`src/rtl/serial_add_pkg.sv`:
```
// Shared types and sizing helpers for the bit-serial adder.
// Optional signed-overflow output: SERIAL_ADD_OVF_EN.
package serial_add_pkg;

  typedef enum logic [1:0] {
    IDLE,
    RUN,
    DONE
  } state_t;

  localparam int WIDTH_DEF = 4;

  // Counter must reach WIDTH-1; never narrower than one bit.
  function automatic int cnt_width(input int w);
    return (w < 2) ? 1 : $clog2(w);
  endfunction

  localparam int CNT_W_DEF = cnt_width(WIDTH_DEF);

endpackage

```
`src/rtl/serial_add_ctrl_if.sv`:
```
// Start/result bundle: master drives start, a, b, ci;
// slave returns busy, done, s, co (and ovf with SERIAL_ADD_OVF_EN).
interface serial_add_ctrl_if #(
  parameter int WIDTH = 4
);

  logic             start;
  logic [WIDTH-1:0] a;
  logic [WIDTH-1:0] b;
  logic             ci;
  logic             busy;
  logic             done;
  logic [WIDTH-1:0] s;
  logic             co;
`ifdef SERIAL_ADD_OVF_EN
  logic             ovf;
`endif

  modport master (
    output start, a, b, ci,
`ifdef SERIAL_ADD_OVF_EN
    input  ovf,
`endif
    input  busy, done, s, co
  );

  modport slave (
    input  start, a, b, ci,
`ifdef SERIAL_ADD_OVF_EN
    output ovf,
`endif
    output busy, done, s, co
  );

endinterface

```
`src/rtl/fa.sv`:
```
// One-bit full adder cell.
// Ports: a, b, ci in; co, s out.
module fa (
  input  logic a,
  input  logic b,
  input  logic ci,
  output logic co,
  output logic s
);

  assign s  = a ^ b ^ ci;
  assign co = (a & b) | (ci & (a ^ b));

endmodule

```
`src/rtl/serial_add_ctrl.sv`:
```
// Bit-serial adder: one fa cell, LSB first, WIDTH cycles per add.
// Ports: clk, rst (sync, high), bus (slave); ovf via SERIAL_ADD_OVF_EN.
module serial_add_ctrl
  import serial_add_pkg::*;
#(
  parameter int WIDTH = WIDTH_DEF
) (
  input logic              clk,
  input logic              rst,
  serial_add_ctrl_if.slave bus
);

  localparam int CW = cnt_width(WIDTH);
  localparam logic [CW-1:0] LAST = CW'(WIDTH - 1);

  state_t state_q, state_d;

  logic [WIDTH-1:0] a_q, b_q;
  // Low sum bits so far; the bit in flight comes from fa.
  logic [WIDTH-1:1] r_q;
  logic [WIDTH-1:0] r_d;
  logic [CW-1:0]    cnt_q;
  logic             carry_q;
  logic [WIDTH-1:0] s_q;
  logic             co_q;
  logic             fa_s, fa_co;
  logic             accept, running, last;

  fa u_fa (
    .a  (a_q[0]),
    .b  (b_q[0]),
    .ci (carry_q),
    .co (fa_co),
    .s  (fa_s)
  );

  assign running = (state_q == RUN);
  assign accept  = !running && bus.start;
  assign last    = running && (cnt_q == LAST);
  assign r_d     = {fa_s, r_q};

  always_ff @(posedge clk) begin
    if (rst) state_q <= IDLE;
    else     state_q <= state_d;
  end

  always_comb begin
    state_d = state_q;
    unique case (state_q)
      IDLE:    if (bus.start) state_d = RUN;
      RUN:     if (last) state_d = DONE;
      DONE:    state_d = bus.start ? RUN : IDLE;
      default: state_d = IDLE;
    endcase
  end

  always_ff @(posedge clk) begin
    if (rst) begin
      a_q     <= '0;
      b_q     <= '0;
      r_q     <= '0;
      cnt_q   <= '0;
      carry_q <= 1'b0;
      s_q     <= '0;
      co_q    <= 1'b0;
    end else if (accept) begin
      a_q     <= bus.a;
      b_q     <= bus.b;
      carry_q <= bus.ci;
      cnt_q   <= '0;
      r_q     <= '0;
    end else if (running) begin
      a_q     <= {1'b0, a_q[WIDTH-1:1]};
      b_q     <= {1'b0, b_q[WIDTH-1:1]};
      r_q     <= r_d[WIDTH-1:1];
      carry_q <= fa_co;
      cnt_q   <= cnt_q + CW'(1);
      if (last) begin
        s_q  <= r_d;
        co_q <= fa_co;
      end
    end
  end

`ifdef SERIAL_ADD_OVF_EN
  logic ovf_q;

  // On the last RUN cycle carry_q is the carry into the MSB.
  always_ff @(posedge clk) begin
    if (rst)       ovf_q <= 1'b0;
    else if (last) ovf_q <= carry_q ^ fa_co;
  end

  assign bus.ovf = ovf_q;
`endif

  assign bus.busy = running;
  assign bus.done = (state_q == DONE);
  assign bus.s    = s_q;
  assign bus.co   = co_q;

endmodule

```
`src/flat_wrapper.sv`:
```
// flat-port wrapper written by rule: the top's interface ports become plain ports
module serial_add_ctrl_flat import serial_add_pkg::*;
#(
  parameter int WIDTH = WIDTH_DEF
)
  (clk, rst, bus_start, bus_a, bus_b, bus_ci, bus_busy, bus_done, bus_s, bus_co);
  serial_add_ctrl_if #(.WIDTH(WIDTH)) bus_i ();
  input logic clk;
  input logic rst;
  input wire logic [$bits(bus_i.start)-1:0] bus_start;
  input wire logic [$bits(bus_i.a)-1:0] bus_a;
  input wire logic [$bits(bus_i.b)-1:0] bus_b;
  input wire logic [$bits(bus_i.ci)-1:0] bus_ci;
  output wire logic [$bits(bus_i.busy)-1:0] bus_busy;
  output wire logic [$bits(bus_i.done)-1:0] bus_done;
  output wire logic [$bits(bus_i.s)-1:0] bus_s;
  output wire logic [$bits(bus_i.co)-1:0] bus_co;
  assign bus_i.start = bus_start;
  assign bus_i.a = bus_a;
  assign bus_i.b = bus_b;
  assign bus_i.ci = bus_ci;
  assign bus_busy = bus_i.busy;
  assign bus_done = bus_i.done;
  assign bus_s = bus_i.s;
  assign bus_co = bus_i.co;
  serial_add_ctrl #(.WIDTH(WIDTH)) u_core (.clk(clk), .rst(rst), .bus(bus_i));
endmodule
```
`config.mk`:
```
export PLATFORM = sky130hd
export DESIGN_NAME = serial_add_ctrl_flat
export DESIGN_NICKNAME = d
export VERILOG_FILES = /design/src/rtl/serial_add_pkg.sv /design/src/rtl/serial_add_ctrl_if.sv /design/src/rtl/fa.sv /design/src/rtl/serial_add_ctrl.sv /design/src/flat_wrapper.sv
export SDC_FILE = /design/constraint.sdc
export NUM_CORES = 1
export LEC_CHECK = 0
export BUFFER_PORTS_ARGS = -buffer_cell sky130_fd_sc_hd__buf_4
export CAP_MARGIN = 20
export CORE_AREA = 2 2 58 60
export DETAILED_ROUTE_END_ITERATION = 7
export DIE_AREA = 0 0 60 62
export SLEW_MARGIN = 20
export SYNTH_ARGS = -nofsm -noshare
export SYNTH_HDL_FRONTEND = slang
export SYNTH_SLANG_ARGS = --single-unit
export TNS_END_PERCENT = 100
```
`constraint.sdc`:
```
create_clock -name clk -period 1.1 [get_ports clk]
set_clock_uncertainty 0.15 [all_clocks]
set_input_delay 0.055 -clock clk [delete_from_list [all_inputs] [get_ports clk]]
set_output_delay 0.055 -clock clk [all_outputs]
set_load 0.005 [all_outputs]
```
### Yosys cells after proc, flatten, opt, wreduce, memory -nomap -nowiden

Index checks and enable logic that the tools add are counted.

| operators by class | value |
|---|---|
| $add $sub $neg | 1 |
| equal/unequal tests | 5 |
| multiplexer cells | 10 |
| bitwise operators | 6 |
| reductions and logical operators | 8 |

Operators by type and width:

| kind | number |
|---|---|
| $mux 4 | 4 |
| $pmux 2 s3 | 1 |
| $eq 2x2->1 const B | 2 |
| $mux 2 | 2 |
| $ne 2x2->1 const B | 2 |
| $mux 1 | 3 |
| $reduce_and 3->1 | 1 |
| $add 2x1->2 const B | 1 |
| $and 1x1->1 | 2 |
| $eq 2x1->1 const B | 1 |
| $logic_and 1x1->1 | 2 |
| $logic_not 2->1 | 1 |
| $reduce_and 2->1 | 1 |
| $reduce_bool 2->1 | 1 |
| $reduce_or 2->1 | 1 |
| $xor 1x1->1 | 2 |
| $logic_not 1->1 | 1 |
| $not 1->1 | 1 |
| $or 1x1->1 | 1 |

| word-level totals | value |
|---|---|
| bits in registers | 21 |
| bits of input ports | 12 |
| output and inout port bits | 7 |
| word-level logic and storage cells | 38 |

### Longest topological paths before layout

Gate-level depths: netlist of the first run.

| logic depth | value |
|---|---|
| depth after elaboration | 5 |
| gate-level depth with buffers | 5 |
| depth with buffers taken out | 4 |

### Cells and area by module

Synthesis of the first run repeated with hierarchy kept, for this count alone.

| unflattened totals | value |
|---|---|
| cell total of the unflattened synthesis | 93 |
| area total of the unflattened synthesis | 890.9 µm² |

Modules (own cells, without submodules):

| module | times used | cells an instance | area each (µm²) | seq. area each (µm²) |
|---|---|---|---|---|
| serial_add_ctrl | 1 | 92 | 870.8 | 420.4 |
| fa | 1 | 1 | 20.0 | 0.0 |

### Worst setup path after synthesis of the first run

Ideal clock, no wire load.

| path | value |
|---|---|
| path kind | flip-flop to flip-flop |
| start point | register u_core.a_q[0] |
| end point | register u_core.s_q[3], in the netlist u_core.bus.s[3] |
| library setup time | 0.071 ns |
| arrival time | 1.014 ns |
| required time | 0.879 ns |
| setup slack | -0.134 ns |
| cell stages (with the launch flop) | 4 |
| buffers on the path | 0 |
| period minus slack after synthesis | 1.234 ns |
| cell sequence | dfxtp_1 -> fa_1 -> nand3_1 -> a21oi_1 |

| between the ends | value |
|---|---|
| cells in the longest elaborated chain, start to end | 2 |

Ends and longest elaborated chain:

| element | line | source |
|---|---|---|
| start, declared | serial_add_ctrl.sv:18 | `logic [WIDTH-1:0] a_q, b_q;` |
| start signal, assigned | serial_add_ctrl.sv:67 | `a_q <= bus.a;` |
| start signal, assigned | serial_add_ctrl.sv:73 | `a_q <= {1'b0, a_q[WIDTH-1:1]};` |
| $xor 1x1->1 (2 in a row) | fa.sv:11 | `assign s = a ^ b ^ ci;` |
| via u_core.fa_s | serial_add_ctrl.sv:26 | `logic fa_s, fa_co;` |
| end signal, assigned | serial_add_ctrl.sv:79 | `s_q <= r_d;` |
| end, declared | serial_add_ctrl.sv:24 | `logic [WIDTH-1:0] s_q;` |

The timed path passes the listed nets, and every way through them passes these cells.
A chain may end at the register's enable or synchronous reset.

### Worst setup path in the final report of the first run

| path | value |
|---|---|
| start point | register u_core.carry_q |
| end point | register u_core.s_q[3], in the netlist u_core.bus.s[3] |

| between the ends | value |
|---|---|
| cells in the longest elaborated chain, start to end | 1 |

Ends and longest elaborated chain:

| element | line | source |
|---|---|---|
| start, declared | serial_add_ctrl.sv:23 | `logic carry_q;` |
| start signal, assigned | serial_add_ctrl.sv:69 | `carry_q <= bus.ci;` |
| start signal, assigned | serial_add_ctrl.sv:76 | `carry_q <= fa_co;` |
| $xor 1x1->1 | fa.sv:11 |  |
| via u_core.fa_s | serial_add_ctrl.sv:26 |  |

The timed path passes the listed nets, and every way through them passes these cells.

==> results_dict.tcl, run 1 <==
set metrics [dict create \
    syn_area_per_cell_um2 9.58 \
    antenna_left 0 \
    p_sw_share_pct 27.2 \
    final_util_pct 45.5 \
    htreeDepth 1 \
    tns_ns -2.01 \
    hold_path_startpoint "bus_start" \
    gr-max-usage-layer "met2" \
    outcome "complete, but fails checks" \
    start_util_pct 28.0 \
    fp.dieH_um 62 \
    drt_wl_total_um 2260 \
    p_sw_mw 0.437 \
    yosysSeqAreaShare_pct 47.2 \
    total_power_mw 1.61 \
    vias 816 \
    synth_cells 93 \
    max-vdd-ir-drop_v 0.000612 \
    hold_class "primary input to flip-flop" \
    timing.final.crit_share_pct 120 \
    max_slew_margin_pct 84.2 \
    first_iter_violations 27 \
    grt_pass1_wl_um 3350 \
    final_common_cell "buf_4" \
    place_area_um2 1080 \
    cts_buffer_depth 2 \
    reg2reg_slack_ns -0.22 \
    cap_violations 0 \
    netlist_area_um2 891 \
    path_max_fanout 2 \
    antenna_found_initial 0 \
    reg2regPathDepth 3 \
    synth.net_count 107 \
    reg2reg_from "u_core.carry_q" \
    dp_cells 154 \
    r2r_end "u_core.bus.s[3]" \
    cp_top_family "adder cells" \
    grt_util_met2_pct 18.8 \
    numCtsBuffers 3 \
    cts_tree "done" \
    viasPerCell 4.58 \
    grt_pass1_vias 708 \
    setup_violations 21 \
    rows 21 \
    dp_slack_ns -0.169 \
    gr-usage-met3_pct 1.86 \
    grt_overflow 0 \
    io_pins 19 \
    p_int_mw 1.17 \
    coreArea_um2 3180 \
    leakagePower_nw 0.589 \
    ys_ff_latch 21 \
    violations "setup timing" \
    whs_path_depth 3 \
    p_comb_share_pct 23.4 \
    fillCellCount 305 \
    fin_cells 178 \
    cpPeakStageDelay_ns 0.58 \
    chipWidth_um 60 \
    fin_nets 147 \
    grt_use_total_pct 12.1 \
    cts.clk_slew.worst_paths_ns 0.14 \
    rsz0062_at_grt "true" \
    place.port_buffers 18 \
    max_slew.worst_pin.slew_ns 0.236 \
    max_freq_mhz 757 \
    clk_latency_ns 0.32 \
    power_frac_seq_pct 51.9 \
    worstSetupPathType "flip-flop to flip-flop" \
    crit_path_cell_trace "fa_2, nand3_1, a21oi_1" \
    start_kind "flip-flop" \
    critPathRequiredTime_ns 1.22 \
    area_growth_pct 62.5 \
    hold_viol 0 \
    dr.pass1.iters 4 \
    dieArea_um2 3720 \
    cp_num_buf_inv 0 \
    holdPathEnd "u_core.b_q[3]" \
    post-route-min-period_ns 1.32 \
    drive_above_1_share_pct 39.4 \
    grt_max_degree 22 \
    final_area_um2 1450 \
    ys_types 21 \
    place.gp.congestion 0.695 \
    drc 0 \
    cts_root_buf "clkbuf_4" \
    cts.sinks 21 \
    timing.hold.ws_ns 0.0135 \
    wl_per_cell_um 12.7 \
    critPathSlowestCell "fa_2" \
    setup_ws_ns -0.221 \
    use_met1_pct 17.0 \
    maxSlewViolCount 0 \
    arrival_ns 1.44 \
    worstSetupEndpointType "flip-flop" \
    most-common-layout-cells "20 x buf_4, 15 x dfxtp_1, 11 x dlygate4sd3_1, 10 x a21oi_1" \
    diodes 0 \
    pwr-share-clk_pct 24.7 \
    power.density_nw_per_um2 1110 \
    yosys_warnings 0 \
    post-dp-hpwl_um 1220 \
]
==> area by class of cell <==
cell class                 instances  area (um2)  area share [%]
multi-input combinational         63         454            31.4
clock inverter                     1        5.00           0.346
sequential                        21         428            29.6
inverter                           2        12.5           0.864
tap                               46        57.6            3.98
timing repair buffer              42         468            32.3
clock buffer                       3        22.5            1.56
==> tightest hold or removal path: cells and delay by family <==
kind                   cells  cell delay (ns)
buffers and inverters      1             0.19
and+or+nand+nor            1             0.05
muxes                      1             0.16
==> sequential cells by signal, summed over array words and instances, names as in the netlist <==
signal / cells
u_core.carry_q: 1
u_core.b_q: 4
u_core.r_q: 3
u_core.a_q: 4
u_core.cnt_q: 2
u_core.state_q: 2
u_core.bus.co: 1
u_core.bus.s: 4
==> Yosys cell counts (all sizes together) <==
cell / instances / area, um2
fa: 1 / 20.0
buf: 5 / 55.1
ha: 1 / 12.5
a2bb2oi: 1 / 8.76
nor2: 9 / 33.8
nand2: 9 / 33.8
inv: 2 / 7.50
nor3: 2 / 10.0
a21oi: 10 / 50.1
a211oi: 7 / 52.6
mux2i: 9 / 90.1
dfxtp: 21 / 420
clkbuf: 2 / 7.51
nand3b: 6 / 45.0
nand3: 5 / 25.0
nor2b: 1 / 6.26
nand2b: 2 / 12.5
==> power by group through the flow <==
| stage | clock network, mW | logic, mW | registers, mW |
|---|---|---|---|
| after floorplan | 0 | 0.144 | 0.840 |
| after global placement | 0 | 0.199 | 0.842 |
| after detailed placement | 0 | 0.204 | 0.844 |
| after CTS | 0.390 | 0.353 | 0.831 |
| after global routing | 0.427 | 0.406 | 0.839 |
| final | 0.398 | 0.377 | 0.834 |
==> kinds of logic after synthesis <==
family / Yosys count / synth area share, %
flip-flops: 21 / 47.2
AND/OR/NAND/NOR: 34 / 18.7
AO/OA/AOI/OAI: 18 / 12.5
buffers and inverters: 9 / 7.86
multiplexers: 9 / 10.1
adder cells (fa/ha/maj): 2 / 3.65
==> per-layer routing <==
layer | vias up | wire (um)
met5 | - | 0
met4 | 0 | 40
met3 | 4 | 72
met2 | 23 | 1060
met1 | 385 | 1080
li1 | 404 | -
==> how the worst max path moves through the flow <==
stage                         from         endpoint  slack (ns)  cells past startpoint
finish              u_core.carry_q  u_core.bus.s[3]       -0.22                      3
global route        u_core.carry_q  u_core.bus.s[3]       -0.25                      3
CTS                  u_core.a_q[0]  u_core.bus.s[3]       -0.19                      3
detailed placement   u_core.a_q[0]  u_core.bus.s[3]       -0.17                      3
global placement     u_core.a_q[0]  u_core.bus.s[3]       -0.16                      3
floorplan            u_core.a_q[0]  u_core.bus.s[3]       -0.13                      3
==> what timing repair did <==
| action | 4_1_cts | 5_1_grt |
|---|---|---|
| buffers inserted | 5 | 1 |
| endpoints found under the setup margin | 20 | 23 |
| gates cloned | 3 | 1 |
| pin swaps | 10 | 4 |
| resized for setup | 16 | 8 |
| endpoints found under the hold margin | 21 | 1 |
| hold buffers | 10 | 1 |
Power figures use the tool's default switching activity.
==> run 2: changes to the inputs <==
SYNTH_HIERARCHICAL = 1   (was not set)
==> run 2 against run 1 <==
The flow still finishes with violations (setup timing). Sequential power fell by 0.5%. Highest routed layer unchanged. First-iteration DRC count increased by 7.4%. Die area unchanged. Wire length shrank 16%. Critical path type unchanged. Total power decreased by 8.1%.
==> results_dict.tcl, run 2 <==
set metrics [dict create \
    cts.sinks 21 \
    cap_violations 0 \
    max-vdd-ir-drop_v 0.000457 \
    grt_pass1_wl_um 3010 \
    viasPerCell 4.48 \
    ys_types 21 \
    cts_buffer_depth 2 \
    path_max_fanout 2 \
    fillCellCount 320 \
    crit_path_cell_trace "fa_1, nand3_1, a21oi_1" \
    vias 780 \
    synth_largest_area_cell "dfxtp_1" \
    grt_use_total_pct 10.9 \
    cts_root_buf "clkbuf_4" \
    synth_top_area_share_pct 47.2 \
    cts.clk_slew.worst_paths_ns 0.12 \
    critPathSlowestCell "fa_1" \
    outcome "complete, but fails checks" \
    drive_above_1_share_pct 32.0 \
    yosys_warnings 6 \
    diodes 0 \
    synth_edf_count 0 \
    synth_flop_cell "dfxtp_1" \
    worstSetupPathType "flip-flop to flip-flop" \
    rows 21 \
    cpPeakStageDelay_ns 0.55 \
    clk_latency_ns 0.30 \
    timing.final.crit_share_pct 118 \
    drc 0 \
    hold_class "primary input to flip-flop" \
    grt_max_degree 22 \
    most-common-layout-cells "20 x buf_4, 16 x dfxtp_1, 11 x dlygate4sd3_1" \
    leakagePower_nw 0.537 \
    tns_ns -1.10 \
    coreArea_um2 3180 \
    hold_viol 0 \
    synth.net_count 107 \
    fin_nets 143 \
    ys_ff_latch 21 \
    first_iter_violations 29 \
    synthTopCellsByArea "dfxtp_1 47%, mux2i_1 10%, a211oi_1 5.9%, a21oi_1 5.6%, nand3b_1 5.1%" \
    grt_overflow 0 \
    synth.most_common_cell "dfxtp_1" \
    grt_pass1_vias 682 \
    max_slew_margin_pct 83.5 \
    io_pins 19 \
    dieArea_um2 3720 \
    syn_area_per_cell_um2 9.58 \
    post-route-min-period_ns 1.29 \
    reg2reg_from "u_core/a_q[0]" \
    max_freq_mhz 773 \
    arrival_ns 1.38 \
    post-dp-hpwl_um 1270 \
    setup_ws_ns -0.194 \
    dr.pass1.iters 4 \
    reg2regPathDepth 3 \
    yosysSeqAreaShare_pct 47.2 \
    crit_start "u_core/a_q[0]" \
    final_common_cell "buf_4" \
    power.density_nw_per_um2 1130 \
    netlist_area_um2 891 \
    synthTopCellsByCount "21 x dfxtp_1, 10 x a21oi_1, 9 x mux2i_1, 9 x nand2_1, 9 x nor2_1" \
    worstSetupEndpointType "flip-flop" \
    area_growth_pct 46.9 \
    htreeDepth 1 \
    synth_cells 93 \
    r2r_end "u_core/bus.s[3]" \
    wl_per_cell_um 10.9 \
    antenna_left 0 \
    antenna_found_initial 0 \
    worstSetupEndpoint "u_core/bus.s[3]" \
    multi_input_area_um2 430 \
    chipWidth_um 60 \
    cts_tree "done" \
    setup_violations 19 \
    seq_area_um2 427 \
    numCtsBuffers 3 \
    total_power_mw 1.48 \
    fp.dieH_um 62 \
    drt_wl_total_um 1900 \
    place.gp.congestion 0.686 \
    critPathRequiredTime_ns 1.18 \
    rsz0062_at_grt "true" \
    maxSlewViolCount 0 \
    async_flop_share_pct 0 \
    place.port_buffers 18 \
    start_kind "flip-flop" \
    start_util_pct 28.0 \
    reg2reg_slack_ns -0.19 \
    violations "setup timing" \
    max_slew.worst_pin.slew_ns 0.246 \
]
run 2: cell counts after synthesis:
Identical to the previous run, type by type.
run 2: through the flow:
stage | worst slack [ns] | util, % | instances | hold slack [ns] | area, um2
5_1_grt | -0.267 | 41.2 | 174 | 0.0434 | 1310
6_report | -0.194 | 41.2 | 174 | 0.0314 | 1310
3_5_place_dp | -0.178 | 33.8 | 155 | 0.214 | 1070
3_3_place_gp | -0.154 | 33.8 | 155 | 0.194 | 1070
4_1_cts | -0.192 | 40.0 | 173 | 0.0202 | 1270
2_1_floorplan | -0.128 | - | 93 | -0.0157 | 907
run 2: critical path: cells and delay by family, from the launching register on:
family | cells | cell delay [ns]
DFF | 1 | 0.34
and+or+nand+nor | 1 | 0.07
adders and majority gates | 1 | 0.55
AOI/OAI and AO/OA | 1 | 0.12
run 2: cells by family after synthesis:
logic type / share of synthesized area (%)
compound gates: 12.5
fa+ha+maj: 3.65
buf+inv: 7.86
flops: 47.2
mux: 10.1
simple gates: 18.7
run 2: worst min path at each step:
stage	from	slack, ns	endpoint	cells past startpoint
global placement	bus_a[3]	0.19	u_core/a_q[3]	3
finish	bus_start	0.03	u_core/a_q[3]	3
detailed placement	bus_a[3]	0.21	u_core/a_q[3]	3
global route	bus_start	0.04	u_core/b_q[3]	3
CTS	bus_start	0.02	u_core/a_q[3]	3
floorplan	rst	-0.02	u_core/b_q[3]	1
run 2: repair_timing:
item | 4_1_cts | 5_1_grt
pin swaps | 6 | 7
hold buffers | 11 | 0
endpoints found under the setup margin | 21 | 23
gates resized for setup | 11 | 3
buffers inserted | 3 | 0
hold endpoints to repair | 21 | 0
cloned | 0 | 1
run 2: area by class of cell:
| cell class | count | share of cell area, % |
|---|---|---|
| timing repair buffer | 38 | 27.2 |
| tap | 46 | 4.40 |
| inverter | 2 | 0.765 |
| multi-input combinational | 63 | 32.9 |
| sequential | 21 | 32.6 |
| clock buffer | 3 | 1.72 |
| clock inverter | 1 | 0.382 |
run 2: where the power goes:
group / internal (mW) / switching [mW] / leakage (nW)
Clock: 0.135 / 0.231 / 0.0177
Combinational: 0.164 / 0.117 / 0.345
Sequential: 0.802 / 0.0274 / 0.174
run 2: layer usage:
layer  part of all wire (%)  track usage [%]  vias up
met5                      0                0        -
met4                    1.2             5.71        0
met3                    3.9             1.86        2
met2                     47             17.7       19
met1                     48             14.1      359
li1                       -                -      400
==> run 3: changes to the inputs <==
CORE_AREA = 2 2 46 48   (was 2 2 58 60)
DIE_AREA = 0 0 48 50   (was 0 0 60 62)
PLACE_DENSITY = 0.7   (was not set)
clock period = 1.5 ns   (was 1.1 ns; I/O delays follow)
==> run 3 against run 2 <==
Combinational power decreased by 43%. Non-clock buffer count shrank 7. Sequential cell count stayed put. Via count is 4.9% lower. Global-route usage increased by 6.7 points. Total power down 30%. Register-to-register slack improved by 0.33 ns. Sequential share of layout area is 4.0 points higher. Hold slack worse by 0.012 ns. The flow now finishes without violations. Count of clock-buffer cells in the layout up 1.
==> results_dict.tcl, run 3 (synthesis gave the netlist of run 2 again) <==
set metrics [dict create \
    fp.dieH_um 50 \
    cts_buffer_depth 2 \
    numCtsBuffers 3 \
    place.port_buffers 18 \
    grt_overflow 0 \
    vias 742 \
    max_slew.worst_pin.slew_ns 0.258 \
    first_iter_violations 10 \
    start_kind "flip-flop" \
    power.density_nw_per_um2 904 \
    max_freq_mhz 712 \
    antenna_found_initial 0 \
    antenna_left 0 \
    gr-usage-met3_pct 6.59 \
    worstSetupEndpointType "output pin" \
    htreeDepth 1 \
    path_max_fanout 13 \
    tns_ns 0 \
    grt_pass1_wl_um 2890 \
    gr-max-usage-layer "met2" \
    area_growth_pct 28.9 \
    crit_path_cell_trace "nand2b_1, inv_4, buf_4" \
    maxSlewViolCount 0 \
    post-dp-hpwl_um 1130 \
    critPathRequiredTime_ns 1.27 \
    start_util_pct 46.8 \
    hold_class "primary input to flip-flop" \
    fin_nets 136 \
    leakagePower_nw 0.483 \
    coreArea_um2 1900 \
    use_met1_pct 19.7 \
    chipWidth_um 48 \
    viasPerCell 5.01 \
    rsz0062_at_grt "false" \
    timing.hold.ws_ns 0.0195 \
    max_slew_margin_pct 82.7 \
    most-common-layout-cells "21 x buf_4, 21 x dfxtp_1, 10 x dlygate4sd3_1, 10 x a21oi_1" \
    clk_latency_ns 0.31 \
    rows 16 \
    dr.pass1.iters 4 \
    max-vdd-ir-drop_v 0.000836 \
    io_pins 19 \
    grt_util_met2_pct 29.1 \
    grt_use_total_pct 17.7 \
    cts_tree "done" \
    grt_max_degree 22 \
    wl_per_cell_um 12.2 \
    critPathSlowestCell "dfxtp_1" \
    drive_above_1_share_pct 20.7 \
    timing.final.crit_share_pct 93.7 \
    post-route-min-period_ns 1.40 \
    cap_violations 0 \
    hold_viol 0 \
    final_util_pct 60.4 \
    fillCellCount 186 \
    grt_pass1_vias 670 \
    drc 0 \
    cpPeakStageDelay_ns 0.33 \
    dieArea_um2 2400 \
    cts.sinks 21 \
    cts.clk_slew.worst_paths_ns 0.10 \
    place.gp.congestion 0.706 \
    setup_violations 0 \
    arrival_ns 1.18 \
    cts_root_buf "clkbuf_4" \
    worstSetupPathType "flip-flop to output pin" \
    outcome "finished, final reports clean" \
    cp_num_buf_inv 2 \
    drt_wl_total_um 1800 \
    diodes 0 \
    cp_top_family "flip-flops" \
]
[run 3: final timing paths]
path,startpoint,to,slack [ns],depth (start not counted)
max,u_core/state_q[1],bus_busy,0.1,3
min,bus_start,u_core/state_q[0],0.02,3
max reg2reg,u_core/state_q[1],u_core/b_q[1],0.14,4
min reg2reg,u_core/bus.s[2],u_core/bus.s[2],0.31,2
[run 3: metrics by stage]
| stage | setup slack (ns) | area (um2) | std cells | power (mW) |
|---|---|---|---|---|
| after floorplan | 0.266 | 891 | 93 | 0.718 |
| after global placement | 0.247 | 1020 | 134 | 0.748 |
| after detailed placement | 0.212 | 1020 | 134 | 0.755 |
| after CTS | 0.0527 | 1150 | 148 | 1.05 |
| after global routing | 0.0380 | 1150 | 148 | 1.09 |
| final | 0.0951 | 1150 | 148 | 1.04 |
[run 3: what timing repair did]
item,4_1_cts,5_1_grt
hold buffers,10,0
resized for setup,0,1
endpoints found under the hold margin,21,0
setup endpoints to repair,0,1
buffers inserted,0,0
[run 3: per-layer routing]
| metal | routed length (um) | share of wire [%] | vias to the layer above |
|---|---|---|---|
| met3 | 80 | 4.4 | 4 |
| li1 | - | - | 378 |
| met4 | 25 | 1.4 | 0 |
| met2 | 949 | 53 | 17 |
| met5 | 0 | 0 | - |
| met1 | 746 | 41 | 343 |
[run 3: power by group]
| group | leakage, nW | internal [mW] | switching (mW) |
|---|---|---|---|
| clock | 0.0150 | 0.104 | 0.167 |
| sequential | 0.172 | 0.587 | 0.0191 |
| combinational | 0.297 | 0.0844 | 0.0765 |
| total | 0.483 | 0.775 | 0.263 |
[run 3: worst min-delay path, delay by kind of cell]
| family | cells | cell delay [ns] |
|---|---|---|
| AOI/OAI and AO/OA | 1 | 0.09 |
| buffers and inverters | 1 | 0.21 |
| and+or+nand+nor | 1 | 0.07 |
[run 3: area by class of cell]
cell class / count / area [um2] / area share, %
timing repair buffer: 31 / 258 / 22.4
multi-input combinational: 63 / 400 / 34.9
sequential: 21 / 420 / 36.6
clock buffer: 4 / 26.3 / 2.29
tap: 27 / 33.8 / 2.94
inverter: 2 / 10.0 / 0.871
